`config.mk`:
```
export PLATFORM = sky130hd
export DESIGN_NAME = pixel_state_ctrl
export DESIGN_NICKNAME = d
export VERILOG_FILES = /design/src/rtl/pixel_state_ctrl.sv
export SDC_FILE = /design/constraint.sdc
export NUM_CORES = 1
export LEC_CHECK = 0
export CORE_MARGIN = 3
export CORE_UTILIZATION = 30
export CTS_CLUSTER_DIAMETER = 40
export DETAILED_ROUTE_END_ITERATION = 8
export GPL_TIMING_DRIVEN = 0
export SYNTH_ARGS = -nofsm -noshare
export SYNTH_HDL_FRONTEND = slang
export SYNTH_SLANG_ARGS = --single-unit
```
`constraint.sdc`:
```
create_clock -name clk -period 1.7 [get_ports clk]
set_clock_uncertainty 0.05 [all_clocks]
set_input_delay 0.34 -clock clk [delete_from_list [all_inputs] [get_ports clk]]
set_output_delay 0.34 -clock clk [all_outputs]
set_load 0.05 [all_outputs]
```
`src/rtl/pixel_state_ctrl.sv`:
```
// Pixel sequencing controller: erase -> expose -> convert -> row readout.
// Optional frame counter output is enabled by defining PIXEL_CTRL_FRAME_CNT_EN.
//
// state     | meaning
// ----------+------------------------------------------------------------
// S_IDLE    | waiting for start; frame_done pulses here right after S_READ
// S_ERASE   | erase strobe high for ERASE_CYCLES cycles
// S_EXPOSE  | expose high for EXPOSE_CYCLES cycles
// S_CONVERT | convert high for CONVERT_CYCLES cycles (one ramp)
// S_READ    | read high for NUM_ROWS cycles, read_row counts 0..NUM_ROWS-1
module pixel_state_ctrl #(
  parameter int ERASE_CYCLES   = 5,
  parameter int EXPOSE_CYCLES  = 255,
  parameter int CONVERT_CYCLES = 255,
  parameter int NUM_ROWS       = 2
) (
  input  logic        clk,
  input  logic        reset_n,
  input  logic        start,
  input  logic        abort,
  output logic        erase,
  output logic        expose,
  output logic        convert,
  output logic        read,
  output logic [7:0]  read_row,
  output logic        busy,
`ifdef PIXEL_CTRL_FRAME_CNT_EN
  output logic [15:0] frame_cnt,
`endif
  output logic        frame_done
);

  if (ERASE_CYCLES < 1 || ERASE_CYCLES > 65535) begin : g_bad_erase
    $error("pixel_state_ctrl: ERASE_CYCLES must be within 1..65535");
  end
  if (EXPOSE_CYCLES < 1 || EXPOSE_CYCLES > 65535) begin : g_bad_expose
    $error("pixel_state_ctrl: EXPOSE_CYCLES must be within 1..65535");
  end
  if (CONVERT_CYCLES < 1 || CONVERT_CYCLES > 65535) begin : g_bad_convert
    $error("pixel_state_ctrl: CONVERT_CYCLES must be within 1..65535");
  end
  if (NUM_ROWS < 1 || NUM_ROWS > 65535) begin : g_bad_rows
    $error("pixel_state_ctrl: NUM_ROWS must be within 1..65535");
  end

  // Last phase-counter value of each timed state.
  localparam logic [15:0] ERASE_LAST   = 16'(ERASE_CYCLES - 1);
  localparam logic [15:0] EXPOSE_LAST  = 16'(EXPOSE_CYCLES - 1);
  localparam logic [15:0] CONVERT_LAST = 16'(CONVERT_CYCLES - 1);
  localparam logic [15:0] READ_LAST    = 16'(NUM_ROWS - 1);

  typedef enum logic [2:0] {
    S_IDLE    = 3'd0,
    S_ERASE   = 3'd1,
    S_EXPOSE  = 3'd2,
    S_CONVERT = 3'd3,
    S_READ    = 3'd4
  } state_t;

  state_t      r_state;
  state_t      w_state_nxt;
  logic [15:0] r_cnt;
  logic [15:0] w_cnt_nxt;

  logic        r_erase, r_expose, r_convert, r_read, r_busy, r_frame_done;
  logic [7:0]  r_read_row;
  logic        w_erase_nxt, w_expose_nxt, w_convert_nxt, w_read_nxt, w_busy_nxt;
  logic        w_frame_done_nxt;
  logic [7:0]  w_read_row_nxt;

  // State and phase counter registers.
  always_ff @(posedge clk or negedge reset_n) begin
    if (!reset_n) begin
      r_state <= S_IDLE;
      r_cnt   <= 16'd0;
    end else begin
      r_state <= w_state_nxt;
      r_cnt   <= w_cnt_nxt;
    end
  end

  // Next-state decode; abort overrides everything outside IDLE and also blocks start in IDLE.
  always_comb begin
    w_state_nxt = r_state;
    case (r_state)
      S_IDLE:    if (start && !abort)           w_state_nxt = S_ERASE;
      S_ERASE:   if (abort)                     w_state_nxt = S_IDLE;
                 else if (r_cnt == ERASE_LAST)   w_state_nxt = S_EXPOSE;
      S_EXPOSE:  if (abort)                     w_state_nxt = S_IDLE;
                 else if (r_cnt == EXPOSE_LAST)  w_state_nxt = S_CONVERT;
      S_CONVERT: if (abort)                     w_state_nxt = S_IDLE;
                 else if (r_cnt == CONVERT_LAST) w_state_nxt = S_READ;
      S_READ:    if (abort || r_cnt == READ_LAST) w_state_nxt = S_IDLE;
      default:                                  w_state_nxt = S_IDLE;
    endcase
    // Counter restarts at 0 on every state change and is parked at 0 in IDLE.
    if (w_state_nxt != r_state || w_state_nxt == S_IDLE) begin
      w_cnt_nxt = 16'd0;
    end else begin
      w_cnt_nxt = r_cnt + 16'd1;
    end
  end

  // Output decode from the upcoming state so the registered strobes align with the state.
  always_comb begin
    w_erase_nxt      = (w_state_nxt == S_ERASE);
    w_expose_nxt     = (w_state_nxt == S_EXPOSE);
    w_convert_nxt    = (w_state_nxt == S_CONVERT);
    w_read_nxt       = (w_state_nxt == S_READ);
    w_busy_nxt       = (w_state_nxt != S_IDLE);
    w_read_row_nxt   = (w_state_nxt == S_READ) ? w_cnt_nxt[7:0] : 8'd0;
    w_frame_done_nxt = (r_state == S_READ) && (w_state_nxt == S_IDLE) && !abort;
  end

  // Output registers.
  always_ff @(posedge clk or negedge reset_n) begin
    if (!reset_n) begin
      r_erase      <= 1'b0;
      r_expose     <= 1'b0;
      r_convert    <= 1'b0;
      r_read       <= 1'b0;
      r_busy       <= 1'b0;
      r_read_row   <= 8'd0;
      r_frame_done <= 1'b0;
    end else begin
      r_erase      <= w_erase_nxt;
      r_expose     <= w_expose_nxt;
      r_convert    <= w_convert_nxt;
      r_read       <= w_read_nxt;
      r_busy       <= w_busy_nxt;
      r_read_row   <= w_read_row_nxt;
      r_frame_done <= w_frame_done_nxt;
    end
  end

  assign erase      = r_erase;
  assign expose     = r_expose;
  assign convert    = r_convert;
  assign read       = r_read;
  assign busy       = r_busy;
  assign read_row   = r_read_row;
  assign frame_done = r_frame_done;

`ifdef PIXEL_CTRL_FRAME_CNT_EN
  logic [15:0] r_frame_cnt;

  // Completed-frame counter; updates together with frame_done and wraps naturally.
  always_ff @(posedge clk or negedge reset_n) begin
    if (!reset_n) begin
      r_frame_cnt <= 16'd0;
    end else if (w_frame_done_nxt) begin
      r_frame_cnt <= r_frame_cnt + 16'd1;
    end
  end

  assign frame_cnt = r_frame_cnt;
`endif

endmodule

```
Yosys cells after proc, flatten, opt, wreduce, memory -nomap -nowiden
Cells that the tools add are included.
- flip-flop bits (word level): 33
- output and inout bits: 14
- equal/unequal tests: 12
- multiplexer cells: 11
- reductions and logical operators: 9
- add/sub/neg operators: 1
- operator list (operator ; number):
    2-to-1 mux 3 bit ; 8
    adder 16 x 1 -> 16 bit (second input constant) ; 1
    equality test 16 x 1 -> 1 bit (second input constant) ; 1
    equality test 16 x 3 -> 1 bit (second input constant) ; 1
    equality test 16 x 8 -> 1 bit (second input constant) ; 1
    2-to-1 mux 16 bit ; 1
    one-hot mux 3 bit (5 select lines) ; 1
    equality test 3 x 2 -> 1 bit (second input constant) ; 4
    2-to-1 mux 8 bit ; 1
    equality test 3 x 1 -> 1 bit (second input constant) ; 2
    equality test 3 bit (second input constant) ; 2
    logical NOT 3 bit ; 2
    logical AND 1 bit ; 3
    inequality test 3 bit ; 1
    nonzero test 3 bit ; 1
    logical OR 1 bit ; 2
    logical NOT 1 bit ; 1

Logic depth before layout (Yosys ltp)
Gate-level depths: netlist of the first run.
- depth in word-level cells: 8
- depth in mapped cells: 8
- depth with buffers taken out: 6

Least setup slack after synthesis of the first run
OpenSTA, ideal clock, no wires.
- path type: register to register
- start point: register r_cnt[0]
- end point: register r_cnt[10]
- stages on the path, launching flop included: 8
- path slack: -0.041 ns
- arrival: 1.563 ns
- period minus slack after synthesis: 1.741 ns
- path through: dfrtp_1 inv_1 ha_1 nor4bb_1 nand4_1 nand3_1 buf_2 a31oi_1
- word-level cells in the longest chain between the ends: 7
- elaborated cells on any way between the ends: 17
- those cells by class: 1 x add/sub; 4 x eq/ne; 9 x mux; 3 x reduce/logical
- ends and longest elaborated chain (item ; RTL line ; RTL):
    start, declared ; 62 ; logic [15:0] r_cnt;
    start signal, assigned ; 78 ; r_cnt <= w_cnt_nxt;
    equality test 16 x 8 -> 1 bit (tied with other cells) ; 90, 92 ;
    2-to-1 mux 3 bit (tied with other cells) ; 92 ; else if (r_cnt == CONVERT_LAST) w_state_nxt = S_READ;
    2-to-1 mux 3 bit (on tied branches) ; n/a ;
    one-hot mux 3 bit (5 select lines) ; 85 ; case (r_state)
    inequality test 3 bit or logical NOT 3 bit (tied branches) ; 97 ; if (w_state_nxt != r_state || w_state_nxt == S_IDLE) begin
    logical OR 1 bit ; 97 ;
    2-to-1 mux 16 bit * ; 97 ;
    named net w_cnt_nxt[10] ; 63 ; logic [15:0] w_cnt_nxt;
The timed path passes the listed nets; every way through them passes the cells marked *.

Final worst setup path of the first run
- start point: register r_cnt[10]
- end point: register r_cnt[8]
- word-level cells in the longest chain between the ends: 7
- elaborated cells on any way between the ends: 16
- those cells by class: 4 x eq/ne; 9 x mux; 3 x reduce/logical
- ends and longest elaborated chain (item ; RTL line):
    equality test 16 x 8 -> 1 bit (tied with other cells) ; 90, 92
    2-to-1 mux 3 bit (tied with other cells) ; 92
    2-to-1 mux 3 bit (on tied branches) ; n/a
    one-hot mux 3 bit (5 select lines) * ; 85
    inequality test 3 bit or logical NOT 3 bit (tied branches) ; 97
    logical OR 1 bit * ; 97
    2-to-1 mux 16 bit * ; 97
    named net w_cnt_nxt[8] ; 63
Marked as above.

==> report_table.html, run 1 <==
<table>
<tr><th>Metric</th><th>Value</th></tr>
<tr><th colspan="2">Placed design</th></tr>
<tr><td># port buffers</td><td>17</td></tr>
<tr><td>Inst Count DP</td><td>232</td></tr>
<tr><td>RD Place Congestion</td><td>about 0.85</td></tr>
<tr><td>Detailed placement HPWL</td><td>about 2200 um</td></tr>
<tr><td>Worst setup slack after placement</td><td>-0.415 ns</td></tr>
<tr><th colspan="2">STA</th></tr>
<tr><td>Final setup violation count</td><td>27</td></tr>
<tr><td>Fraction of the cycle the final worst path needs</td><td>105%</td></tr>
<tr><td>Sum of negative setup slack</td><td>-1.19 ns</td></tr>
<tr><td>Fin worst setup slack</td><td>-0.0781 ns</td></tr>
<tr><td>Final hold viol count</td><td>0</td></tr>
<tr><td>Peak clock frequency supported by timing</td><td>between 500 and 600 MHz</td></tr>
<tr><td>Final Slew Violations</td><td>0</td></tr>
<tr><td>Unrepaired setup endpoints after global routing</td><td>true</td></tr>
<tr><td>Clock period minus worst slack</td><td>roughly 1.8 ns</td></tr>
<tr><td>Worst hold margin</td><td>around 0.065 ns</td></tr>
<tr><td>Max-Slew Margin vs Limit</td><td>around 52%</td></tr>
<tr><td>Least-Margin Pin Slew</td><td>roughly 0.72 ns</td></tr>
<tr><th colspan="2">Cells and area</th></tr>
<tr><td>Post-layout util</td><td>~46%</td></tr>
<tr><td>Total number of nets in the final design</td><td>approximately 200</td></tr>
<tr><td>Antenna Cells</td><td>0</td></tr>
<tr><td>Final cell count without fillers</td><td>260</td></tr>
<tr><td>Share of post-route cells with drive strength above 1</td><td>37.4%</td></tr>
<tr><td>Syn-to-layout area delta</td><td>47.1%</td></tr>
<tr><th colspan="2">Yosys</th></tr>
<tr><td>Net count after synthesis</td><td>153</td></tr>
<tr><td>Synthesized-area fraction occupied by adder cells</td><td>3.09%</td></tr>
<tr><td>Synth cell types</td><td>33</td></tr>
<tr><td>Post-synth EDFFs</td><td>0</td></tr>
<tr><td>Count of synthesis-stage warnings from yosys</td><td>0</td></tr>
<tr><td>Top_reg_cell synth</td><td>sky130_fd_sc_hd__dfrtp_1</td></tr>
<tr><td>Mean area per synthesized cell</td><td>11.2 um2</td></tr>
<tr><td>Async set or reset register ratio after synthesis</td><td>100%</td></tr>
<tr><td>Portion of netlist area occupied by mux cells</td><td>0%</td></tr>
<tr><td>Total standard cell area after synthesis</td><td>approximately 1600 um2</td></tr>
<tr><td>Gate Count Post-Synth</td><td>around 150</td></tr>
<tr><td>Share of the synthesized area in compound gates (AO/OA/AOI/OAI)</td><td>roughly a tenth</td></tr>
<tr><td>Sequential-to-total area share from yosys stat</td><td>about half</td></tr>
<tr><td>Post-Synth Simple-Gate Area</td><td>a little over a fifth</td></tr>
<tr><td>Combinational family with the most area after synthesis</td><td>simple AND/OR/NAND/NOR gates</td></tr>
<tr><td>Number of storage elements in the synthesis netlist</td><td>33</td></tr>
<tr><td>Xor and xnor fraction of the mapped netlist area</td><td>6.49%</td></tr>
<tr><th colspan="2">Routing</th></tr>
<tr><td>DR DRC count</td><td>0</td></tr>
<tr><td>Routed via count</td><td>around 1,300</td></tr>
<tr><td>Starting DRC count in detailed routing</td><td>around 150</td></tr>
<tr><td>Average via count per standard cell</td><td>about 5.2</td></tr>
<tr><td>Residual antenna-violating net count after detailed routing</td><td>0</td></tr>
<tr><td>Wire length reported by the detailed router</td><td>around 4000 um</td></tr>
<tr><td>Total iterations of the first detailed-routing run</td><td>4</td></tr>
<tr><td>Wirelength per Cell</td><td>around 16 um</td></tr>
<tr><th colspan="2">Clocking</th></tr>
<tr><td>Cell at the root of the clock tree</td><td>sky130_fd_sc_hd__clkbuf_8</td></tr>
<tr><td>Cts bufs inserted</td><td>5</td></tr>
<tr><td>Clock-pin slew on the worst setup and hold paths</td><td>roughly 0.070 ns</td></tr>
<tr><td>Later-pin clock latency in the skew report</td><td>0.28 ns</td></tr>
<tr><td>Number of sinks driven by the clock tree</td><td>33</td></tr>
<tr><td>CTS H-Tree Depth</td><td>2</td></tr>
<tr><td>Maximum buffer depth of the clock tree</td><td>2</td></tr>
<tr><td>CTS tree</td><td>yes</td></tr>
<tr><th colspan="2">Worst setup path</th></tr>
<tr><td>Length in cells of the worst reg-to-reg path</td><td>7</td></tr>
<tr><td>Buffers and inverters on the worst path</td><td>3</td></tr>
<tr><td>Critical path startpoint category</td><td>flop</td></tr>
<tr><td>Cell with the biggest individual delay on the critical path</td><td>sky130_fd_sc_hd__dfrtp_2</td></tr>
<tr><td>Critical Setup Path Class</td><td>flop to flop</td></tr>
<tr><td>Max stage delay on crit path</td><td>between 0.4 and 0.5 ns</td></tr>
<tr><td>Dominant delay contributor by cell family on the critical path</td><td>simple AND/OR/NAND/NOR gates</td></tr>
<tr><td>Reg-to-reg startpoint</td><td>r_cnt[10]</td></tr>
<tr><td>Most repeated library cell on the critical path</td><td>sky130_fd_sc_hd__buf_4</td></tr>
<tr><td>Crit Reg-Reg Endpoint</td><td>r_cnt[8]</td></tr>
<tr><td>Worst endpoint data arrival time</td><td>roughly 1.9 ns</td></tr>
<tr><td>Required arrival time at the worst endpoint</td><td>around 1.8 ns</td></tr>
<tr><td>Cell Chain, Critical Path</td><td>nor4_4 &gt; buf_4 &gt; buf_4 &gt; nand4_1 &gt; nand3_4 &gt; buf_8 &gt; a31oi_1</td></tr>
<tr><td>Largest fanout of any net on the critical path</td><td>10</td></tr>
<tr><td>Flop2flop setup slack</td><td>-0.08 ns</td></tr>
<tr><td>Critical Path Sink Type</td><td>flop</td></tr>
<tr><th colspan="2">GRT</th></tr>
<tr><td>Vias in the first global route</td><td>1,399</td></tr>
<tr><td>Overflow after GRT</td><td>0</td></tr>
<tr><td>Total routing usage reported by global routing</td><td>a little over an eighth</td></tr>
<tr><td>First-pass GRT wire length</td><td>between 6000 and 7000 um</td></tr>
<tr><td>Largest net degree at the start of global routing</td><td>34</td></tr>
<tr><td>Antenna violations before repair</td><td>0</td></tr>
<tr><th colspan="2">Worst hold path</th></tr>
<tr><td>Class of the worst hold path</td><td>input pin to asynchronous set/reset pin</td></tr>
<tr><th colspan="2">Power</th></tr>
<tr><td>Leakage power of the design</td><td>~0.0011 uW</td></tr>
<tr><td>Internal cell power</td><td>between 1000 and 1500 uW</td></tr>
<tr><td>Fraction of power spent switching nets</td><td>a little under a quarter</td></tr>
<tr><td>Largest vdd supply drop</td><td>about 0.27 mV</td></tr>
<tr><td>Clock Power Share</td><td>between 40% and 50%</td></tr>
<tr><td>PwrDens</td><td>760 nW/um2</td></tr>
<tr><td>Combinational cell fraction of total power</td><td>a little over an eighth</td></tr>
<tr><td>Fraction of power consumed by sequential logic</td><td>45.2%</td></tr>
<tr><td>Power spent charging and discharging nets</td><td>427 uW</td></tr>
<tr><th colspan="2">Die</th></tr>
<tr><td>Standard-cell row count</td><td>26</td></tr>
<tr><td>Horizontal extent of the die</td><td>about 79 um</td></tr>
<tr><td>Starting density of the core</td><td>between 30% and 40%</td></tr>
<tr><td>Number of I/O pins</td><td>18</td></tr>
<tr><td>Floorplan Core Area</td><td>between 5000 and 6000 um2</td></tr>
<tr><td>Die H</td><td>a little under 80 um</td></tr>
<tr><td>Die outline area</td><td>6320 um2</td></tr>
<tr><th colspan="2">Status</th></tr>
<tr><td>Result of the run</td><td>finished, violations left</td></tr>
<tr><td>Violated checks</td><td>negative setup slack</td></tr>
<tr><th colspan="2">Job</th></tr>
<tr><td>Max-capacitance violation count</td><td>0</td></tr>
</table>
## stage by stage
step,cell area [um2],power [uW]
after floorplan,1630,942
after global placement,1880,1000
after detailed placement,1880,1000
after CTS,2250,1800
after global routing,2380,1890
final,2380,1810
## sequential cells by signal, indices dropped and copies added (netlist names)
name        count
busy            1
convert         1
erase           1
expose          1
frame_done      1
r_cnt          16
r_state         3
read            1
read_row        8
## logic make-up (layout without fill, tap and decap cells)
family | count (synthesis) | count (layout)
xor+xnor | 12 | 12
flops | 33 | 33
compound gates | 27 | 27
fa+ha+maj | 4 | 4
buf+inv | 14 | 59
simple gates | 55 | 55
## what timing repair did
| action | 4_1_cts | 5_1_grt |
|---|---|---|
| endpoints found under the setup margin | 44 | 30 |
| hold buffers | 0 | 0 |
| cloned | 2 | 1 |
| resized for setup | 34 | 31 |
| hold endpoints to repair | 0 | 0 |
| setup buffers | 20 | 3 |
| pin swaps | 6 | 10 |
## worst max-delay path by stage
stage / start / to / slack, ns / cells past startpoint
after floorplan: r_cnt[0] / r_cnt[10] / 0.01 / 7
after global placement: abort / r_cnt[4] / -0.44 / 5
after detailed placement: abort / r_cnt[8] / -0.41 / 5
after CTS: r_cnt[8] / r_cnt[13] / 0.001 / 6
after global routing: r_cnt[14] / r_cnt[14] / -0.13 / 6
final: r_cnt[10] / r_cnt[8] / -0.08 / 7
## cells in the final DEF, fill, tap and decap left out, types with 5 or more instances in the layout
cell type,Yosys,final
sky130_fd_sc_hd__buf_4,0,15
sky130_fd_sc_hd__clkbuf_8,0,6
sky130_fd_sc_hd__dfrtp_2,0,5
sky130_fd_sc_hd__dlygate4sd2_1,0,15
sky130_fd_sc_hd__nor2_1,12,5
sky130_fd_sc_hd__nand3_1,9,7
sky130_fd_sc_hd__dfrtp_1,33,28
sky130_fd_sc_hd__buf_6,8,7
sky130_fd_sc_hd__xor2_1,8,8
sky130_fd_sc_hd__nor2_4,0,7
sky130_fd_sc_hd__nand4_1,7,7
sky130_fd_sc_hd__a31oi_1,14,13
## synth_stat cells (all sizes together) (2+ instances only)
cell    instances  area (um2)
buf            10         100
nand2           5        18.8
and2            2        12.5
nor4            2        33.8
or3             3        18.8
xor2            8        70.1
nand4           8        56.3
dfrtp          33         826
a32oi           3        26.3
nor3            2        10.0
xnor2           4        35.0
a31oi          14        87.6
nand3           9        45.0
and4            5        46.3
o21ai           7        35.0
and3            2        12.5
nand2b          2        20.0
nor2           12        45.0
inv             3        11.3
ha              4        50.1
## metal layers
layer / track usage (%) / vias to the layer above / part of all wire (%)
li1: - / 620 / -
met2: 23.0 / 33 / 52
met4: 4.98 / 0 / 0.87
met1: 17.0 / 682 / 43
met3: 2.71 / 4 / 3.9
met5: 0 / - / 0
## power by group through the flow
stage                     clock, uW  combinational (uW)  sequential (uW)
after floorplan                   0                90.8              851
after global placement            0                 168              833
after detailed placement          0                 166              834
after CTS                       774                 206              816
after global routing            816                 257              819
final                           752                 241              818
## cell type report
cell class                      count  area (um2)
Tap cell                           70        87.6
Multi-Input combinational cell     98         841
Clock buffer                        7        86.3
Buffer                              8        98.8
Sequential cell                    33         832
Fill cell                         465        2790
Clock inverter                      1        30.0
Inverter                            3        11.3
Timing Repair Buffer               40         397
Power figures use the tool's default switching activity.
==> run 2, diff against run 1 <==
--- a/config.mk
+++ b/config.mk
@@ -10,6 +10,7 @@
 export CTS_CLUSTER_DIAMETER = 40
 export DETAILED_ROUTE_END_ITERATION = 8
 export GPL_TIMING_DRIVEN = 0
+export PLACE_DENSITY = 0.51
 export SYNTH_ARGS = -nofsm -noshare
 export SYNTH_HDL_FRONTEND = slang
 export SYNTH_SLANG_ARGS = --single-unit
==> run 2 against run 1 <==
- the run still ends with negative setup slack left
- global-route usage rose by 1.4 points
- via count increased by 4.6%
- largest cell class unchanged
- sequential share of layout area fell by 1.2 points
- maximum frequency decreased by 1.6%
- die area did not move
- critical endpoint is now r_cnt[5]
- register-to-register slack worse by 0.03 ns
- hold slack worse by 0.0042 ns
- critical path depth unchanged
- highest routed layer unchanged
- power decreased by 4.9%
- first-iteration DRC count down 46%
- sequential cell count is the same
==> report_table.html, run 2 (same netlist as run 1, synthesis figures left out) <==
<table>
<tr><th>Metric</th><th>Value</th></tr>
<tr><th colspan="2">Status</th></tr>
<tr><td>Violated checks</td><td>negative setup slack</td></tr>
<tr><td>Result of the run</td><td>finished, violations left</td></tr>
<tr><th colspan="2">Routing</th></tr>
<tr><td>Wirelength per Cell</td><td>16.1 um</td></tr>
<tr><td>Starting DRC count in detailed routing</td><td>around 80</td></tr>
<tr><td>Average via count per standard cell</td><td>around 5.2</td></tr>
<tr><td>Routed via count</td><td>between 1,000 and 1,500</td></tr>
<tr><td>Residual antenna-violating net count after detailed routing</td><td>0</td></tr>
<tr><td>Wire length reported by the detailed router</td><td>4320 um</td></tr>
<tr><td>Total iterations of the first detailed-routing run</td><td>4</td></tr>
<tr><td>DR DRC count</td><td>0</td></tr>
<tr><th colspan="2">Clocking</th></tr>
<tr><td>Clock-pin slew on the worst setup and hold paths</td><td>about 0.06 ns</td></tr>
<tr><td>Later-pin clock latency in the skew report</td><td>0.29 ns</td></tr>
<tr><td>CTS H-Tree Depth</td><td>2</td></tr>
<tr><td>CTS tree</td><td>yes</td></tr>
<tr><td>CTS Hold Bufs</td><td>0</td></tr>
<tr><td>Cell at the root of the clock tree</td><td>sky130_fd_sc_hd__clkbuf_8</td></tr>
<tr><td>Number of sinks driven by the clock tree</td><td>33</td></tr>
<tr><td>Maximum buffer depth of the clock tree</td><td>2</td></tr>
<tr><td>Cts bufs inserted</td><td>5</td></tr>
<tr><th colspan="2">Worst setup path</th></tr>
<tr><td>Required arrival time at the worst endpoint</td><td>~1.8 ns</td></tr>
<tr><td>Critical path startpoint category</td><td>flop</td></tr>
<tr><td>Worst endpoint data arrival time</td><td>1.92 ns</td></tr>
<tr><td>Critical Setup Path Class</td><td>flop to flop</td></tr>
<tr><td>Critical Path Sink Type</td><td>flop</td></tr>
<tr><td>Largest fanout of any net on the critical path</td><td>9</td></tr>
<tr><th colspan="2">GRT</th></tr>
<tr><td>Overflow after GRT</td><td>0</td></tr>
<tr><td>Vias in the first global route</td><td>around 1,400</td></tr>
<tr><td>First-pass GRT wire length</td><td>slightly above 7000 um</td></tr>
<tr><td>Largest net degree at the start of global routing</td><td>34</td></tr>
<tr><td>Antenna violations before repair</td><td>0</td></tr>
<tr><td>Total routing usage reported by global routing</td><td>15.0%</td></tr>
<tr><th colspan="2">STA</th></tr>
<tr><td>Final setup violation count</td><td>28</td></tr>
<tr><td>Sum of negative setup slack</td><td>-2.03 ns</td></tr>
<tr><td>Fraction of the cycle the final worst path needs</td><td>106%</td></tr>
<tr><td>Final Slew Violations</td><td>0</td></tr>
<tr><td>Peak clock frequency supported by timing</td><td>around 550 MHz</td></tr>
<tr><td>Unrepaired setup endpoints after global routing</td><td>true</td></tr>
<tr><td>Least-Margin Pin Slew</td><td>0.721 ns</td></tr>
<tr><td>Fin worst setup slack</td><td>-0.108 ns</td></tr>
<tr><td>Final hold viol count</td><td>0</td></tr>
<tr><td>Clock period minus worst slack</td><td>around 1.8 ns</td></tr>
<tr><td>Max-Slew Margin vs Limit</td><td>between 50 and 60%</td></tr>
<tr><th colspan="2">Die</th></tr>
<tr><td>Starting density of the core</td><td>31.3%</td></tr>
<tr><td>Horizontal extent of the die</td><td>slightly below 80 um</td></tr>
<tr><td>Die H</td><td>79.5 um</td></tr>
<tr><td>Die outline area</td><td>~6300 um2</td></tr>
<tr><td>Number of I/O pins</td><td>18</td></tr>
<tr><td>Floorplan Core Area</td><td>5170 um2</td></tr>
<tr><td>Standard-cell row count</td><td>26</td></tr>
<tr><th colspan="2">Cells and area</th></tr>
<tr><td>Most frequent cells in the layout</td><td>sky130_fd_sc_hd__dfrtp_1, sky130_fd_sc_hd__buf_4, sky130_fd_sc_hd__dlygate4sd2_1, sky130_fd_sc_hd__buf_6, sky130_fd_sc_hd__a31oi_1</td></tr>
<tr><td>Syn-to-layout area delta</td><td>52.4%</td></tr>
<tr><td>Flip-flop count of the largest register, all copies and words added</td><td>16</td></tr>
<tr><td>Most frequent standard cell in the layout excluding fill and tap cells</td><td>sky130_fd_sc_hd__dfrtp_1</td></tr>
<tr><td>Most flop-heavy register</td><td>r_cnt</td></tr>
<tr><td>Share of post-route cells with drive strength above 1</td><td>between 40 and 50%</td></tr>
<tr><td>Area of the multi-input gates</td><td>just over 900 um2</td></tr>
<tr><td>Post-layout util</td><td>between 40% and 50%</td></tr>
<tr><td>Antenna Cells</td><td>0</td></tr>
<tr><td>Fill cells</td><td>between 400 and 500</td></tr>
<tr><td>Total number of nets in the final design</td><td>roughly 210</td></tr>
<tr><td>Storage element area</td><td>about 830 um2</td></tr>
<tr><th colspan="2">Power</th></tr>
<tr><td>Clock Power Share</td><td>33.8%</td></tr>
<tr><td>Combinational cell fraction of total power</td><td>between 10% and 20%</td></tr>
<tr><td>Power spent charging and discharging nets</td><td>around 450 uW</td></tr>
<tr><td>Internal cell power</td><td>1270 uW</td></tr>
<tr><td>Fraction of power spent switching nets</td><td>between 20 and 30%</td></tr>
<tr><td>PwrDens</td><td>~700 nW/um2</td></tr>
<tr><td>Largest vdd supply drop</td><td>about 0.23 mV</td></tr>
<tr><td>Fraction of power consumed by sequential logic</td><td>~48%</td></tr>
<tr><td>Leakage power of the design</td><td>approximately 0.0011 uW</td></tr>
<tr><th colspan="2">Job</th></tr>
<tr><td>Max-capacitance violation count</td><td>0</td></tr>
<tr><th colspan="2">Placed design</th></tr>
<tr><td># port buffers</td><td>17</td></tr>
<tr><td>RD Place Congestion</td><td>0.850</td></tr>
<tr><td>Detailed placement HPWL</td><td>around 2500 um</td></tr>
<tr><th colspan="2">Worst hold path</th></tr>
<tr><td>Class of the worst hold path</td><td>input pin to asynchronous set/reset pin</td></tr>
</table>
run 2: layout make-up:
class	instances	area share [%]
Inverter	3	0.456
Buffer	9	4.31
Tap cell	70	3.55
Multi-Input combinational cell	98	36.6
Clock buffer	7	3.50
Timing Repair Buffer	49	17.8
Sequential cell	33	33.7
run 2: worst max-delay path, cell delays in order, from the launching register on:
cell	delay, ns
sky130_fd_sc_hd__dfrtp_1	0.35
sky130_fd_sc_hd__buf_2	0.19
sky130_fd_sc_hd__nor4b_4	0.28
sky130_fd_sc_hd__nand4_1	0.27
sky130_fd_sc_hd__nand2b_4	0.17
sky130_fd_sc_hd__buf_8	0.15
sky130_fd_sc_hd__buf_6	0.13
sky130_fd_sc_hd__a31oi_1	0.08
run 2: metal layers:
layer  global-route usage, %  part of all wire (%)  up-vias
met4                    7.04                   1.9        0
met2                    26.2                    53       29
li1                        -                     -      639
met1                    16.1                    40      724
met3                    4.97                   4.2        9
met5                       0                     0        -
run 2: per-stage QoR:
stage | total power [uW] | hold slack [ns] | cell area [um2] | instances | worst slack, ns
6_report | 1720 | 0.0603 | 2470 | 269 | -0.108
2_1_floorplan | 942 | -0.00559 | 1630 | 145 | 0.0147
5_1_grt | 1810 | 0.114 | 2470 | 269 | -0.225
4_1_cts | 1700 | 0.0899 | 2290 | 260 | -0.0679
3_3_place_gp | 1010 | 0.509 | 1880 | 232 | -0.430
3_5_place_dp | 1010 | 0.397 | 1880 | 232 | -0.470
run 2: path summary, 6_finish.rpt:
path | startpoint | endpoint | slack (ns) | depth (start not counted)
setup / recovery | r_cnt[2] | r_cnt[5] | -0.11 | 7
hold / removal | reset_n | read | 0.06 | 1
setup reg to reg | r_cnt[2] | r_cnt[5] | -0.11 | 7
hold reg to reg | r_state[1] | frame_done | 0.57 | 2
max in group asynchronous | reset_n | r_cnt[10] | 1.04 | 1
min in group clk | abort | frame_done | 0.49 | 3
run 2: repair_timing:
| action | CTS | global route |
|---|---|---|
| gates cloned | 4 | 0 |
| resized for setup | 58 | 26 |
| setup buffers | 19 | 10 |
| setup endpoints to repair | 44 | 31 |
| pin swaps | 13 | 8 |
run 2: power by group through the flow:
| stage | logic (uW) | registers, uW | clock network [uW] |
|---|---|---|---|
| after CTS | 276 | 818 | 604 |
| after detailed placement | 175 | 834 | 0 |
| final | 321 | 818 | 583 |
| after global routing | 346 | 819 | 644 |
| after floorplan | 90.8 | 851 | 0 |
| after global placement | 173 | 833 | 0 |
==> run 3, diff against run 2 <==
--- a/config.mk
+++ b/config.mk
@@ -11,6 +11,7 @@
 export DETAILED_ROUTE_END_ITERATION = 8
 export GPL_TIMING_DRIVEN = 0
 export PLACE_DENSITY = 0.51
+export SLEW_MARGIN = 20
 export SYNTH_ARGS = -nofsm -noshare
 export SYNTH_HDL_FRONTEND = slang
 export SYNTH_SLANG_ARGS = --single-unit
==> results of run 3 <==
Final layout, timing and power as in run 2 (identical DEF).
